[config.mk]
export PLATFORM = sky130hd
export DESIGN_NAME = conv1_stream_sequencer_flat
export DESIGN_NICKNAME = d
export VERILOG_FILES = /design/src/rtl/conv1_stream_sequencer_if.sv /design/src/rtl/conv1_stream_sequencer.sv /design/src/flat_wrapper.sv
export SDC_FILE = /design/constraint.sdc
export NUM_CORES = 1
export LEC_CHECK = 0
export BUFFER_PORTS_ARGS = -buffer_cell sky130_fd_sc_hd__clkbuf_2
export CAP_MARGIN = 20
export CELL_PAD_IN_SITES_DETAIL_PLACEMENT = 2
export CELL_PAD_IN_SITES_GLOBAL_PLACEMENT = 2
export CORE_ASPECT_RATIO = 1.5
export CORE_MARGIN = 2
export CORE_UTILIZATION = 30
export DETAILED_ROUTE_END_ITERATION = 8
export PLACE_DENSITY_LB_ADDON = 0.05
export SYNTH_ARGS = -nofsm -noshare
export SYNTH_HDL_FRONTEND = slang
export SYNTH_SLANG_ARGS = --single-unit
export TNS_END_PERCENT = 5
[constraint.sdc]
create_clock -name clk -period 2.1 [get_ports clk]
set_input_delay 0 -clock clk [delete_from_list [all_inputs] [get_ports clk]]
set_output_delay 0 -clock clk [all_outputs]
set_load 0.01 [all_outputs]
[src/rtl/conv1_stream_sequencer_if.sv]
// Input-stream and buffer write-port bundle for the conv1 sequencer; no logic.
// master = stream source / buffer side, slave = sequencer; tready backpressures the source.
interface conv1_stream_sequencer_if #(
    parameter int DATA_W = 8,
    parameter int CNT_W  = 18
);
    logic              s_axis_in_tvalid;
    logic              s_axis_in_tready;
    logic [DATA_W-1:0] s_axis_in_tdata;
    logic              s_axis_in_tlast;

    logic              fmap_wr_en;
    logic [CNT_W-1:0]  fmap_wr_addr;
    logic [DATA_W-1:0] fmap_wr_data;
    logic              wgt_wr_en;
    logic [CNT_W-1:0]  wgt_wr_addr;
    logic [DATA_W-1:0] wgt_wr_data;

    modport master (
        output s_axis_in_tvalid, s_axis_in_tdata, s_axis_in_tlast,
        input  s_axis_in_tready,
        input  fmap_wr_en, fmap_wr_addr, fmap_wr_data,
        input  wgt_wr_en, wgt_wr_addr, wgt_wr_data
    );

    modport slave (
        input  s_axis_in_tvalid, s_axis_in_tdata, s_axis_in_tlast,
        output s_axis_in_tready,
        output fmap_wr_en, fmap_wr_addr, fmap_wr_data,
        output wgt_wr_en, wgt_wr_addr, wgt_wr_data
    );
endinterface

[src/rtl/conv1_stream_sequencer.sv]
// conv1 front end: demuxes fmap then weight words into buffers (write lands 1 cycle after handshake),
// kicks the engine and waits for engine + output stream; tready only in LOAD states. Optional tlast check: CONV1_SEQ_TLAST_CHECK_EN.
module conv1_stream_sequencer #(
    parameter int DATA_W       = 8,
    parameter int FMAP_WORDS   = 37632,
    parameter int WEIGHT_WORDS = 9408,
    parameter int OUT_WORDS    = 200704,
    parameter int CNT_W        = 18
) (
    input  logic clk,
    input  logic rst_n,
    input  logic start,
    output logic busy,
    output logic done,
    output logic error,
    conv1_stream_sequencer_if.slave axis,
    output logic eng_start,
    input  logic eng_done,
    input  logic out_beat,
    input  logic out_last
);
    typedef enum logic [2:0] {IDLE, LOAD_FMAP, LOAD_WGT, KICK, RUN, FIN, ERR} state_t;

    localparam logic [CNT_W-1:0] FMAP_LAST = CNT_W'(FMAP_WORDS - 1);
    localparam logic [CNT_W-1:0] FMAP_END  = CNT_W'(FMAP_WORDS);
    localparam logic [CNT_W-1:0] WGT_LAST  = CNT_W'(WEIGHT_WORDS - 1);
    localparam logic [CNT_W-1:0] WGT_END   = CNT_W'(WEIGHT_WORDS);
    localparam logic [CNT_W-1:0] OUT_LAST  = CNT_W'(OUT_WORDS - 1);
    localparam logic [CNT_W-1:0] OUT_END   = CNT_W'(OUT_WORDS);

    state_t           state, state_nxt;
    logic [CNT_W-1:0] fmap_cnt, wgt_cnt, out_cnt;
    logic             eng_seen;
    logic             hs, tlast_bad;
    logic             fmap_we, wgt_we, cnt_clr, out_inc, out_full_nxt;

    assign hs = axis.s_axis_in_tvalid && axis.s_axis_in_tready;

`ifdef CONV1_SEQ_TLAST_CHECK_EN
    // tlast must mark exactly the final word of whichever block is loading
    always_comb begin
        tlast_bad = 1'b0;
        if (state == LOAD_FMAP)
            tlast_bad = axis.s_axis_in_tlast != (fmap_cnt == FMAP_LAST);
        else if (state == LOAD_WGT)
            tlast_bad = axis.s_axis_in_tlast != (wgt_cnt == WGT_LAST);
    end
`else
    logic tlast_unused;
    assign tlast_unused = axis.s_axis_in_tlast;
    assign tlast_bad    = 1'b0;
`endif

    assign out_full_nxt = (out_cnt == OUT_END) || (out_inc && out_cnt == OUT_LAST);

    always_comb begin
        state_nxt = state;
        fmap_we   = 1'b0;
        wgt_we    = 1'b0;
        cnt_clr   = 1'b0;
        out_inc   = 1'b0;
        case (state)
            IDLE, ERR: begin
                if (start) begin
                    cnt_clr   = 1'b1;
                    state_nxt = LOAD_FMAP;
                end
            end
            LOAD_FMAP: begin
                if (hs) begin
                    if (tlast_bad) begin
                        state_nxt = ERR;
                    end else begin
                        fmap_we = 1'b1;
                        if (fmap_cnt == FMAP_LAST) state_nxt = LOAD_WGT;
                    end
                end
            end
            LOAD_WGT: begin
                if (hs) begin
                    if (tlast_bad) begin
                        state_nxt = ERR;
                    end else begin
                        wgt_we = 1'b1;
                        if (wgt_cnt == WGT_LAST) state_nxt = KICK;
                    end
                end
            end
            KICK: state_nxt = RUN;
            RUN: begin
                // an over-run beat or a tlast on any beat but the final one is fatal
                if (out_beat && ((out_cnt == OUT_END) || (out_last && out_cnt != OUT_LAST))) begin
                    state_nxt = ERR;
                end else begin
                    out_inc = out_beat;
                    if ((eng_seen || eng_done) && out_full_nxt) state_nxt = FIN;
                end
            end
            FIN:     state_nxt = IDLE;
            default: state_nxt = IDLE;
        endcase
    end

    always_ff @(posedge clk) begin
        if (!rst_n) begin
            state        <= IDLE;
            fmap_cnt     <= '0;
            wgt_cnt      <= '0;
            out_cnt      <= '0;
            eng_seen     <= 1'b0;
            axis.fmap_wr_en   <= 1'b0;
            axis.fmap_wr_addr <= '0;
            axis.fmap_wr_data <= '0;
            axis.wgt_wr_en    <= 1'b0;
            axis.wgt_wr_addr  <= '0;
            axis.wgt_wr_data  <= '0;
        end else begin
            state           <= state_nxt;
            axis.fmap_wr_en <= fmap_we;
            axis.wgt_wr_en  <= wgt_we;
            if (fmap_we) begin
                axis.fmap_wr_addr <= fmap_cnt;
                axis.fmap_wr_data <= axis.s_axis_in_tdata;
            end
            if (wgt_we) begin
                axis.wgt_wr_addr <= wgt_cnt;
                axis.wgt_wr_data <= axis.s_axis_in_tdata;
            end
            if (cnt_clr) begin
                fmap_cnt <= '0;
                wgt_cnt  <= '0;
                out_cnt  <= '0;
                eng_seen <= 1'b0;
            end else begin
                if (fmap_we && fmap_cnt != FMAP_END) fmap_cnt <= fmap_cnt + 1'b1;
                if (wgt_we && wgt_cnt != WGT_END)    wgt_cnt  <= wgt_cnt + 1'b1;
                if (out_inc && out_cnt != OUT_END)   out_cnt  <= out_cnt + 1'b1;
                if (state == RUN && eng_done)        eng_seen <= 1'b1;
            end
        end
    end

    assign busy                  = (state != IDLE);
    assign done                  = (state == FIN);
    assign error                 = (state == ERR);
    assign eng_start             = (state == KICK);
    assign axis.s_axis_in_tready = (state == LOAD_FMAP) || (state == LOAD_WGT);
endmodule

[src/flat_wrapper.sv]
// flat-port wrapper written by rule: the top's interface ports become plain ports
module conv1_stream_sequencer_flat 
#(
    parameter int DATA_W       = 8,
    parameter int FMAP_WORDS   = 37632,
    parameter int WEIGHT_WORDS = 9408,
    parameter int OUT_WORDS    = 200704,
    parameter int CNT_W        = 18
)
  (clk, rst_n, start, busy, done, error, eng_start, eng_done, out_beat, out_last, axis_s_axis_in_tvalid, axis_s_axis_in_tdata, axis_s_axis_in_tlast, axis_s_axis_in_tready, axis_fmap_wr_en, axis_fmap_wr_addr, axis_fmap_wr_data, axis_wgt_wr_en, axis_wgt_wr_addr, axis_wgt_wr_data);
  conv1_stream_sequencer_if #(.DATA_W(DATA_W), .CNT_W(CNT_W)) axis_i ();
  input  logic clk;
  input  logic rst_n;
  input  logic start;
  output logic busy;
  output logic done;
  output logic error;
  output logic eng_start;
  input  logic eng_done;
  input  logic out_beat;
  input  logic out_last;
  input wire logic [$bits(axis_i.s_axis_in_tvalid)-1:0] axis_s_axis_in_tvalid;
  input wire logic [$bits(axis_i.s_axis_in_tdata)-1:0] axis_s_axis_in_tdata;
  input wire logic [$bits(axis_i.s_axis_in_tlast)-1:0] axis_s_axis_in_tlast;
  output wire logic [$bits(axis_i.s_axis_in_tready)-1:0] axis_s_axis_in_tready;
  output wire logic [$bits(axis_i.fmap_wr_en)-1:0] axis_fmap_wr_en;
  output wire logic [$bits(axis_i.fmap_wr_addr)-1:0] axis_fmap_wr_addr;
  output wire logic [$bits(axis_i.fmap_wr_data)-1:0] axis_fmap_wr_data;
  output wire logic [$bits(axis_i.wgt_wr_en)-1:0] axis_wgt_wr_en;
  output wire logic [$bits(axis_i.wgt_wr_addr)-1:0] axis_wgt_wr_addr;
  output wire logic [$bits(axis_i.wgt_wr_data)-1:0] axis_wgt_wr_data;
  assign axis_i.s_axis_in_tvalid = axis_s_axis_in_tvalid;
  assign axis_i.s_axis_in_tdata = axis_s_axis_in_tdata;
  assign axis_i.s_axis_in_tlast = axis_s_axis_in_tlast;
  assign axis_s_axis_in_tready = axis_i.s_axis_in_tready;
  assign axis_fmap_wr_en = axis_i.fmap_wr_en;
  assign axis_fmap_wr_addr = axis_i.fmap_wr_addr;
  assign axis_fmap_wr_data = axis_i.fmap_wr_data;
  assign axis_wgt_wr_en = axis_i.wgt_wr_en;
  assign axis_wgt_wr_addr = axis_i.wgt_wr_addr;
  assign axis_wgt_wr_data = axis_i.wgt_wr_data;
  conv1_stream_sequencer #(.DATA_W(DATA_W), .FMAP_WORDS(FMAP_WORDS), .WEIGHT_WORDS(WEIGHT_WORDS), .OUT_WORDS(OUT_WORDS), .CNT_W(CNT_W)) u_core (.clk(clk), .rst_n(rst_n), .start(start), .busy(busy), .done(done), .error(error), .axis(axis_i), .eng_start(eng_start), .eng_done(eng_done), .out_beat(out_beat), .out_last(out_last));
endmodule
**After elaboration in Yosys (flattened, before gate mapping)**

Index checks and enable logic that the tools add are counted.

- Register bits after elaboration: 112
- Input bits: 16
- Output and inout port bits: 59
- Logic and storage cells: 68

- Add/sub/neg operators: 3
- Equal/unequal tests: 20
- Multiplexer cells: 15
- Bitwise logic cells: 1
- Reduce and logical (&&, ||, !) cells: 18

Operators by type and width:

| cell | number |
|---|---|
| $add A18 B1 Y18 const B | 3 |
| $eq A18 B18 Y1 const B | 2 |
| $ne A18 B18 Y1 const B | 2 |
| $mux W3 | 7 |
| $eq A18 B14 Y1 const B | 1 |
| $eq A18 B16 Y1 const B | 1 |
| $ne A18 B14 Y1 const B | 1 |
| $ne A18 B16 Y1 const B | 1 |
| $pmux W3 S5 | 1 |
| $eq A3 B3 Y1 const B | 3 |
| $logic_and A1 B1 Y1 | 9 |
| $ne A2 B1 Y1 const B | 4 |
| $mux W1 | 7 |
| $eq A3 B2 Y1 const B | 2 |
| $reduce_and A6 Y1 | 1 |
| $logic_or A1 B1 Y1 | 4 |
| $reduce_or A2 Y1 | 2 |
| $eq A3 B1 Y1 const B | 1 |
| $logic_not A3 Y1 | 1 |
| $ne A3 B1 Y1 const B | 1 |
| $reduce_bool A3 Y1 | 1 |
| $ne A2 B2 Y1 const B | 1 |
| $not A1 Y1 | 1 |

**Depth between registers and ports, before layout**

Gate-level depths: netlist of run 1.

- Depth after elaboration: 12
- Mapped depth: 9
- Mapped depth without buffers: 8

**Least setup slack after synthesis of run 1**

OpenSTA, ideal clock, no wires.

- Path kind: register to register
- From: register u_core.out_cnt[3]
- To: register u_core.out_cnt[11]
- Library setup time: 0.070 ns
- Arrival: 2.001 ns
- Data required time: 2.030 ns
- Slack: 0.029 ns
- Cell stages (with the launch flop): 8
- Path buffers: 1
- Period minus slack after synthesis: 2.071 ns
- Path through: dfxtp_1 -> nand4_4 -> or2_4 -> o41ai_4 -> nand4_2 -> buf_6 -> or3_1 -> a21oi_1

- Cells in the longest elaborated chain, start to end: 7
- Elaborated cells between the ends (all ways): 10
- Classes of those cells: 1 x add/sub; 3 x eq/ne; 2 x mux; 4 x reduce/logical

Ends and longest elaborated chain:

| what | line | RTL |
|---|---|---|
| from (decl) | conv1_stream_sequencer.sv:32 | `logic [CNT_W-1:0] fmap_cnt, wgt_cnt, out_cnt;` |
| from (signal assigned) | conv1_stream_sequencer.sv:137 | `if (out_inc && out_cnt != OUT_END) out_cnt <= out_cnt + 1'b1;` |
| parallel branches: the longest is 7 deep, another holds $add A18 B1 Y18 | - |  |

Parallel ways; which one is timed is not known.
A chain may end at the register's enable or synchronous reset.

**Worst setup path in the final report of run 1**

- From: register u_core.out_cnt[6]
- To: register u_core.out_cnt[10]

Same word-level chain as after synthesis.

==> out/summary.md, run 1 <==
• finished with violations — status
• negative setup slack — failing checks
• 0 — yosys synthesis warning count
• 608 — number of nets produced by synthesis
• 108 um — horizontal extent of the die
• 0.450 GHz — highest clock frequency the design can meet
• 45.6% — fraction of the yosys area taken by sequential cells
• 75 — Top Ports
• 0 — Fin. Hold Viols
• 0.318 mV — Worst IR Drop VDD
• 0.08 ns — clock slew seen by the registers of the worst setup and hold paths
• 30.5% — Initial Utilization
• sky130_fd_sc_hd__dfxtp_1 — leading register cell type out of synthesis
• 0 — Maximum Capacitance Violations
• 4910 um^2 — summed instance area of the synthesized netlist
• 0.564 ns — Worst Max-Slew Pin Slew
• reg -> reg — kind of critical path
• 5151 — via count of the first global-routing pass
• -0.12 ns — worst setup slack for register-to-register paths
• 0 — overflow left after global routing
• 112 — clk sink count
• 9 — TritonCTS Buffers
• 2660 um^2 — area of the multi-input gates
• 5070 uW — total power
• 750 — number of nets in the layout
• 0.00250 uW — leakage power total
• 11.6 mm — half-perimeter wire length after placement
• true — unrepaired setup endpoints after global routing
• 45.6% — proportion of netlist area held by the largest area contributor
• -0.189 ns — post-placement setup slack
• flip-flop — Worst setup EP type
• sky130_fd_sc_hd__dfxtp_1 — post-synthesis cell type with the largest combined area
• 73 — Port Buffer Count
• 0.759 — routability congestion estimate from global placement
• 0 — antenna cell count
• 0 — initial antenna violation count
• 16100 um^2 — placeable core region
• 6010 um^2 — area post-placement
• 8 — length in cells of the worst reg-to-reg path
• 1872 — Layout fillers
• 6570 um^2 — fin area
• 0.36 ns — worst skew pair latency
• 0 — count of flip-flops with a built-in enable after synthesis
• 15.7 mm — detailed-route wire length
• 0.00761 ns — clk_skew
• 772 nW/um^2 — power density cells
• 16.8 um — routed wire length per instance
• 33.7% — Synth-to-Final Area Change
• 586 — Syn Inst Count
• 84 — DRC violation total after the first TritonRoute iteration
• 0% — proportion of register bits with asynchronous set or reset after synthesis
• 2 — CTS max path bufs
• 2260 um^2 — sequential cell area
• 29.1% — fraction of layout instances using a drive strength above 1
• 8.38 um^2 — Avg Cell Area, Syn
• 14 — final setup violation count
• 112 — count of state elements after synthesis
• 3 — number of cells traversed by the worst hold path
• u_core.state[0] — Hold EP
• 2.22 ns — final period demand of the worst path
• sky130_fd_sc_hd__dfxtp_1 46%, sky130_fd_sc_hd__nand2_1 10%, sky130_fd_sc_hd__a21boi_0 8.1% — leading cell types by total area after synthesis
• u_core.out_cnt[10] — worst reg2reg endpoint
• done — CTS tree
• 3 — CTS H-Tree Depth
• 19.0% — All-Layer GR Usage
• 4 — number of optimization iterations in the first detailed-route pass
• u_core.out_cnt[6] — startpoint of the lowest-slack register-to-register path
• 34 — maximum number of pins on one net before global-route repair
• 11 — maximum net fanout on the critical path
• -0.124 ns — smallest setup slack after layout
• 26.2 mm — wire length of the first global-routing pass
• 161 um — Die Y
• 0 — number of nets still failing antenna checks after routing
• rst_n — start point of the worst min-delay path
• 106% — Final Cycle Share
• 0 — DRC Markers
• 2.52 ns — Worst EP arrival
• 0 — final max-slew violation count
• flip-flop — startpoint type of the worst setup path
• 17400 um^2 — Die Area
• 0.246 ns — WHS
• 2.39 ns — critical path data required time
• sky130_fd_sc_hd__clkbuf_16 — clock tree root driver cell
• 62.4% — Slew HR
• 57 — Rows
• 4629 — total number of vias
• in -> reg — classification of the worst-slack hold path
• 4.93 — via density per instance
• 51 — count of distinct cell types in the synthesized netlist
## synthesized netlist by cell type (2+ instances only)
cell type                    n
sky130_fd_sc_hd__xnor2_1    13
sky130_fd_sc_hd__nand3_1    15
sky130_fd_sc_hd__nor4bb_1    3
sky130_fd_sc_hd__and3_1      6
sky130_fd_sc_hd__or3_2       2
sky130_fd_sc_hd__nor3_1      8
sky130_fd_sc_hd__a21oi_1    22
sky130_fd_sc_hd__ha_1        6
sky130_fd_sc_hd__or3_1      17
sky130_fd_sc_hd__and3b_1     3
sky130_fd_sc_hd__nand4_1    14
sky130_fd_sc_hd__o31ai_1     2
sky130_fd_sc_hd__and4_1      2
sky130_fd_sc_hd__a21boi_0   53
sky130_fd_sc_hd__nor4b_1     3
sky130_fd_sc_hd__inv_1      14
sky130_fd_sc_hd__a21o_1      2
sky130_fd_sc_hd__xor2_1     21
sky130_fd_sc_hd__nor3b_1     3
sky130_fd_sc_hd__o21ai_0    20
sky130_fd_sc_hd__dfxtp_1   112
sky130_fd_sc_hd__o311a_1     2
sky130_fd_sc_hd__nand4b_1    2
sky130_fd_sc_hd__nand2_1   133
sky130_fd_sc_hd__nor2_1     46
sky130_fd_sc_hd__mux2i_1     2
sky130_fd_sc_hd__clkbuf_1   25
sky130_fd_sc_hd__nor4_1      5
sky130_fd_sc_hd__or4_1       3
sky130_fd_sc_hd__buf_1       3
sky130_fd_sc_hd__and2_1      4
## repair_timing
item                                   CTS  global route
setup buffers                            2             4
pin swaps                                4             8
setup endpoints to repair               21            35
hold buffers                             9             0
gates resized for setup                 12            30
endpoints found under the hold margin   17             0
## report_power, final
group / total, uW / internal (uW) / switching [uW]
clock network: 1670 / 815 / 855
registers: 2270 / 2200 / 73.4
logic: 1130 / 470 / 662
total: 5070 / 3480 / 1590
## routing by layer
| metal | up-vias | wire, um | global-route usage [%] |
|---|---|---|---|
| met1 | 2295 | 6230 | 20.6 |
| met3 | 13 | 409 | 2.72 |
| met4 | 0 | 246 | 6.59 |
| met5 | - | 0 | 0 |
| li1 | 2274 | - | - |
| met2 | 47 | 8860 | 36.4 |
## worst max-delay path, stage by stage (launching register included)
cell and delay, ns:
sky130_fd_sc_hd__dfxtp_4 0.38, sky130_fd_sc_hd__nand4_4 0.11, sky130_fd_sc_hd__or2_4 0.29, sky130_fd_sc_hd__o41ai_4 0.37, sky130_fd_sc_hd__buf_4 0.18, sky130_fd_sc_hd__nand4_1 0.11
sky130_fd_sc_hd__buf_6 0.16, sky130_fd_sc_hd__or4_4 0.42, sky130_fd_sc_hd__a21oi_2 0.14
## sequential cells by signal (all words and copies together) (netlist names)
| name | flops |
|---|---|
| u_core.axis.wgt_wr_addr | 18 |
| u_core.axis.wgt_wr_data | 8 |
| u_core.axis.fmap_wr_data | 8 |
| u_core.out_cnt | 18 |
| u_core.fmap_cnt | 18 |
| u_core.state | 3 |
| u_core.axis.wgt_wr_en | 1 |
| u_core.axis.fmap_wr_addr | 18 |
| u_core.axis.fmap_wr_en | 1 |
| u_core.eng_seen | 1 |
| u_core.wgt_cnt | 18 |
## area by class of cell
| type | count | share of cell area (%) |
|---|---|---|
| Multi-Input combinational cell | 430 | 40.5 |
| Sequential cell | 112 | 34.4 |
| Timing Repair Buffer | 161 | 16.3 |
| Tap cell | 206 | 3.92 |
| Clock buffer | 10 | 3.48 |
| Inverter | 14 | 0.800 |
| Clock inverter | 6 | 0.628 |
## worst max-delay path by stage
stage                     slack [ns]                 end  cells past startpoint                from
final                          -0.12  u_core.out_cnt[10]                      8   u_core.out_cnt[6]
after floorplan                 0.03  u_core.out_cnt[11]                      7   u_core.out_cnt[3]
after global placement          -0.1     u_core.state[0]                      8   u_core.out_cnt[2]
after global routing           -0.20  u_core.out_cnt[10]                      8   u_core.out_cnt[7]
after detailed placement       -0.19  u_core.out_cnt[17]                      7   u_core.out_cnt[6]
after CTS                      -0.14   u_core.out_cnt[8]                      7  u_core.out_cnt[13]
## through the flow
stage / util [%] / cells / TNS [ns]
2_1_floorplan: - / 586 / 0
3_3_place_gp: 37.3 / 908 / -0.367
3_5_place_dp: 37.3 / 908 / -1.70
4_1_cts: 39.9 / 935 / -0.641
5_1_grt: 40.8 / 939 / -2.73
6_report: 40.8 / 939 / -0.876
## kinds of logic after synthesis
logic type | count (synthesis) | synth area share (%)
adder cells (fa/ha/maj) | 6 | 1.53
AND/OR/NAND/NOR | 279 | 27.5
buffers and inverters | 44 | 3.54
multiplexers | 3 | 0.637
AO/OA/AOI/OAI | 108 | 15.1
XOR/XNOR | 34 | 6.06
flip-flops | 112 | 45.6
## cells in the final DEF, fill, tap and decap left out, drive strengths merged, types with 3 or more instances in the layout
master and instances:
nand2 133, dfxtp 112, clkbuf 83, buf 79, a21boi 53, nor2 46
a21oi 22, xor2 21, o21ai 20, or3 19, inv 17, nand4 16
nand3 15, xnor2 13, dlygate4sd3 9, nor3 8, and3 7, ha 6
and2 5, nor4 5, and3b 3, or4 3, clkinv 3, nor4bb 3
nor4b 3, nor3b 3
Power figures use the tool's default switching activity.
==> run 2, diff against run 1 <==
--- a/config.mk
+++ b/config.mk
@@ -13,7 +13,7 @@
 export CORE_MARGIN = 2
 export CORE_UTILIZATION = 30
 export DETAILED_ROUTE_END_ITERATION = 8
-export PLACE_DENSITY_LB_ADDON = 0.05
+export PLACE_DENSITY = 0.82
 export SYNTH_ARGS = -nofsm -noshare
 export SYNTH_HDL_FRONTEND = slang
 export SYNTH_SLANG_ARGS = --single-unit
==> out/summary.md, run 2 (same netlist as run 1, synthesis figures left out) <==
• -0.0980 ns — smallest setup slack after layout, +0.0258 ns
• in -> reg — classification of the worst-slack hold path
• 57 — Rows, unchanged
• nand4_1, or2_4, o41ai_4, nand4_1, buf_6, or4_4, a21oi_2 — CP cell instances
• 4709 — total number of vias, +1.7%
• negative setup slack — failing checks
• 161 um — Die Y, unchanged
• 0.175 ns — WHS, -0.0713 ns
• 0.628 mV — Worst IR Drop VDD, +97%
• 2.39 ns — critical path data required time, about the same
• 6 — maximum net fanout on the critical path, -5
• 5451 — via count of the first global-routing pass, +5.8%
• 58 — maximum number of pins on one net before global-route repair, +71%
• 0.42 ns — Slowest Stage Delay on Critical Path, about the same
• 28.0 mm — wire length of the first global-routing pass, +7.1%
• 0.816 — routability congestion estimate from global placement, +7.4%
• 7 — Critical Path Stages, -1
• 4 — number of cells traversed by the worst hold path, +1
• -0.728 ns — sum of negative setup slack, +0.148 ns
• 73 — Port Buffer Count, unchanged
• 17400 um^2 — Die Area, unchanged
• sky130_fd_sc_hd__nand2_1 — most common cell after layout, fill and taps aside
• sky130_fd_sc_hd__nand4_1 — critical path's most frequent cell
• 3 — CTS H-Tree Depth, unchanged
• 2.20 ns — final period demand of the worst path, -0.0258 ns
• 16100 um^2 — placeable core region, unchanged
• 112 — clk sink count, unchanged
• 789 nW/um^2 — power density cells, +2.2%
• 34.1% — Synth-to-Final Area Change
• 0.581 ns — Worst Max-Slew Pin Slew, +0.0168 ns
• 0 — DRC Markers, unchanged
• 5920 um^2 — area post-placement, -1.5%
• 0 — initial antenna violation count, unchanged
• done — CTS tree
• sky130_fd_sc_hd__or4_4 — cell at the slowest stage of the critical path
• 930 — post-route non-filler standard cell count, -0.96%
• 0.00885 ns — clk_skew, +0.00124 ns
• 11.5 mm — half-perimeter wire length after placement, -1.2%
• 0.36 ns — worst skew pair latency, about the same
• 0 — overflow left after global routing, unchanged
• 0 — Fin. Hold Viols, unchanged
• reg -> reg — kind of critical path
• 2 — CTS max path bufs, unchanged
• 0.455 GHz — highest clock frequency the design can meet, +1.2%
• 131 x sky130_fd_sc_hd__nand2_1, 100 x sky130_fd_sc_hd__dfxtp_1, 73 x sky130_fd_sc_hd__clkbuf_2 — most frequent cells in the layout
• 30.5% — Initial Utilization, unchanged
• 742 — number of nets in the layout, -1.1%
• sky130_fd_sc_hd__clkbuf_16 — clock tree root driver cell
• 14 — final setup violation count, unchanged
• 17.3 mm — detailed-route wire length, +9.7%
• 18.6 um — routed wire length per instance, +11%
• 75 — Top Ports, unchanged
• 0.07 ns — clock slew seen by the registers of the worst setup and hold paths, about the same
• 0 — Maximum Capacitance Violations, unchanged
• 6590 um^2 — fin area, +0.27%
• simple AND/OR/NAND/NOR gates — family with the most delay on the worst path
• 20.5% — All-Layer GR Usage, +1.6 points
• 2.49 ns — Worst EP arrival, -0.03 ns
• 108 um — horizontal extent of the die, unchanged
• 896 — placed cell count, -1.3%
• 105% — Final Cycle Share, -1.2 points
• 132 — DRC violation total after the first TritonRoute iteration, +57%
• finished with violations — status
• 60.8% — Slew HR, -1.5 points
• -0.1 ns — worst setup slack for register-to-register paths, +0.03 ns
• 4 — number of optimization iterations in the first detailed-route pass, unchanged
• 28.9% — fraction of layout instances using a drive strength above 1, -0.19 points
• 5200 uW — total power, +2.5%
• 5.06 — via density per instance, +2.7%
• 0 — final max-slew violation count, unchanged
• 0.00249 uW — leakage power total, -0.24%
• flip-flop — startpoint type of the worst setup path
• flip-flop — Worst setup EP type
• 0 — number of nets still failing antenna checks after routing, unchanged
• true — unrepaired setup endpoints after global routing
• 1 — count of buffer and inverter cells on the critical path, -1
• 0 — antenna cell count, unchanged
• 7 — length in cells of the worst reg-to-reg path, -1
• 9 — TritonCTS Buffers, unchanged
==> run 2: cell types whose count changed in the layout (fill, tap and decap cells not counted), sizes merged <==
| cell | change |
|---|---|
| inv | -3 |
| clkbuf | +2 |
| buf | -8 |
| bufinv | +1 |
| clkinv | -1 |
==> run 2: layout make-up <==
class	instances	area (um^2)
Clock buffer	12	236
Clock inverter	3	43.8
Fill cell	1832	9530
Inverter	14	52.6
Multi-Input combinational cell	430	2730
Sequential cell	112	2260
Tap cell	206	258
Timing Repair Buffer	153	1020
==> run 2: power breakdown <==
part	internal (uW)	leakage, uW	switching [uW]
Combinational	487	0.00144	727
Sequential	2200	0.000910	67.1
Clock	923	0.000137	796
==> run 2: repair_timing <==
action | CTS | global route
cloned | 1 | 0
pin swaps | 14 | 14
hold buffers | 9 | 0
hold endpoints to repair | 17 | 0
setup buffers | 5 | 4
resized for setup | 27 | 30
setup endpoints to repair | 26 | 33
==> run 2: final timing paths <==
path / to / startpoint
max reg2reg: u_core.out_cnt[8] / u_core.out_cnt[9]
min: u_core.state[0] / rst_n
max: u_core.out_cnt[8] / u_core.out_cnt[9]
min reg2reg: u_core.axis.wgt_wr_addr[2] / u_core.axis.wgt_wr_addr[2]
==> run 2: layer usage <==
metal | vias up | global-route usage (%) | routed length (um)
met4 | 0 | 8.22 | 418
li1 | 2266 | - | -
met3 | 29 | 3.90 | 546
met5 | - | 0 | 0
met1 | 2328 | 21.6 | 6780
met2 | 86 | 39.0 | 9530
==> run 2: metrics by stage <==
stage,util [%],worst slack [ns]
global route,40.9,-0.163
CTS,39.9,-0.0767
finish,40.9,-0.0980
floorplan,-,0.0290
global placement,36.7,-0.0858
detailed placement,36.7,-0.153
==> run 2: tightest hold or removal path, cell delays in order <==
cell and delay (ns):
sky130_fd_sc_hd__clkbuf_2 0.12, sky130_fd_sc_hd__nand2b_1 0.15, sky130_fd_sc_hd__nor4b_4 0.07, sky130_fd_sc_hd__o21bai_1 0.14
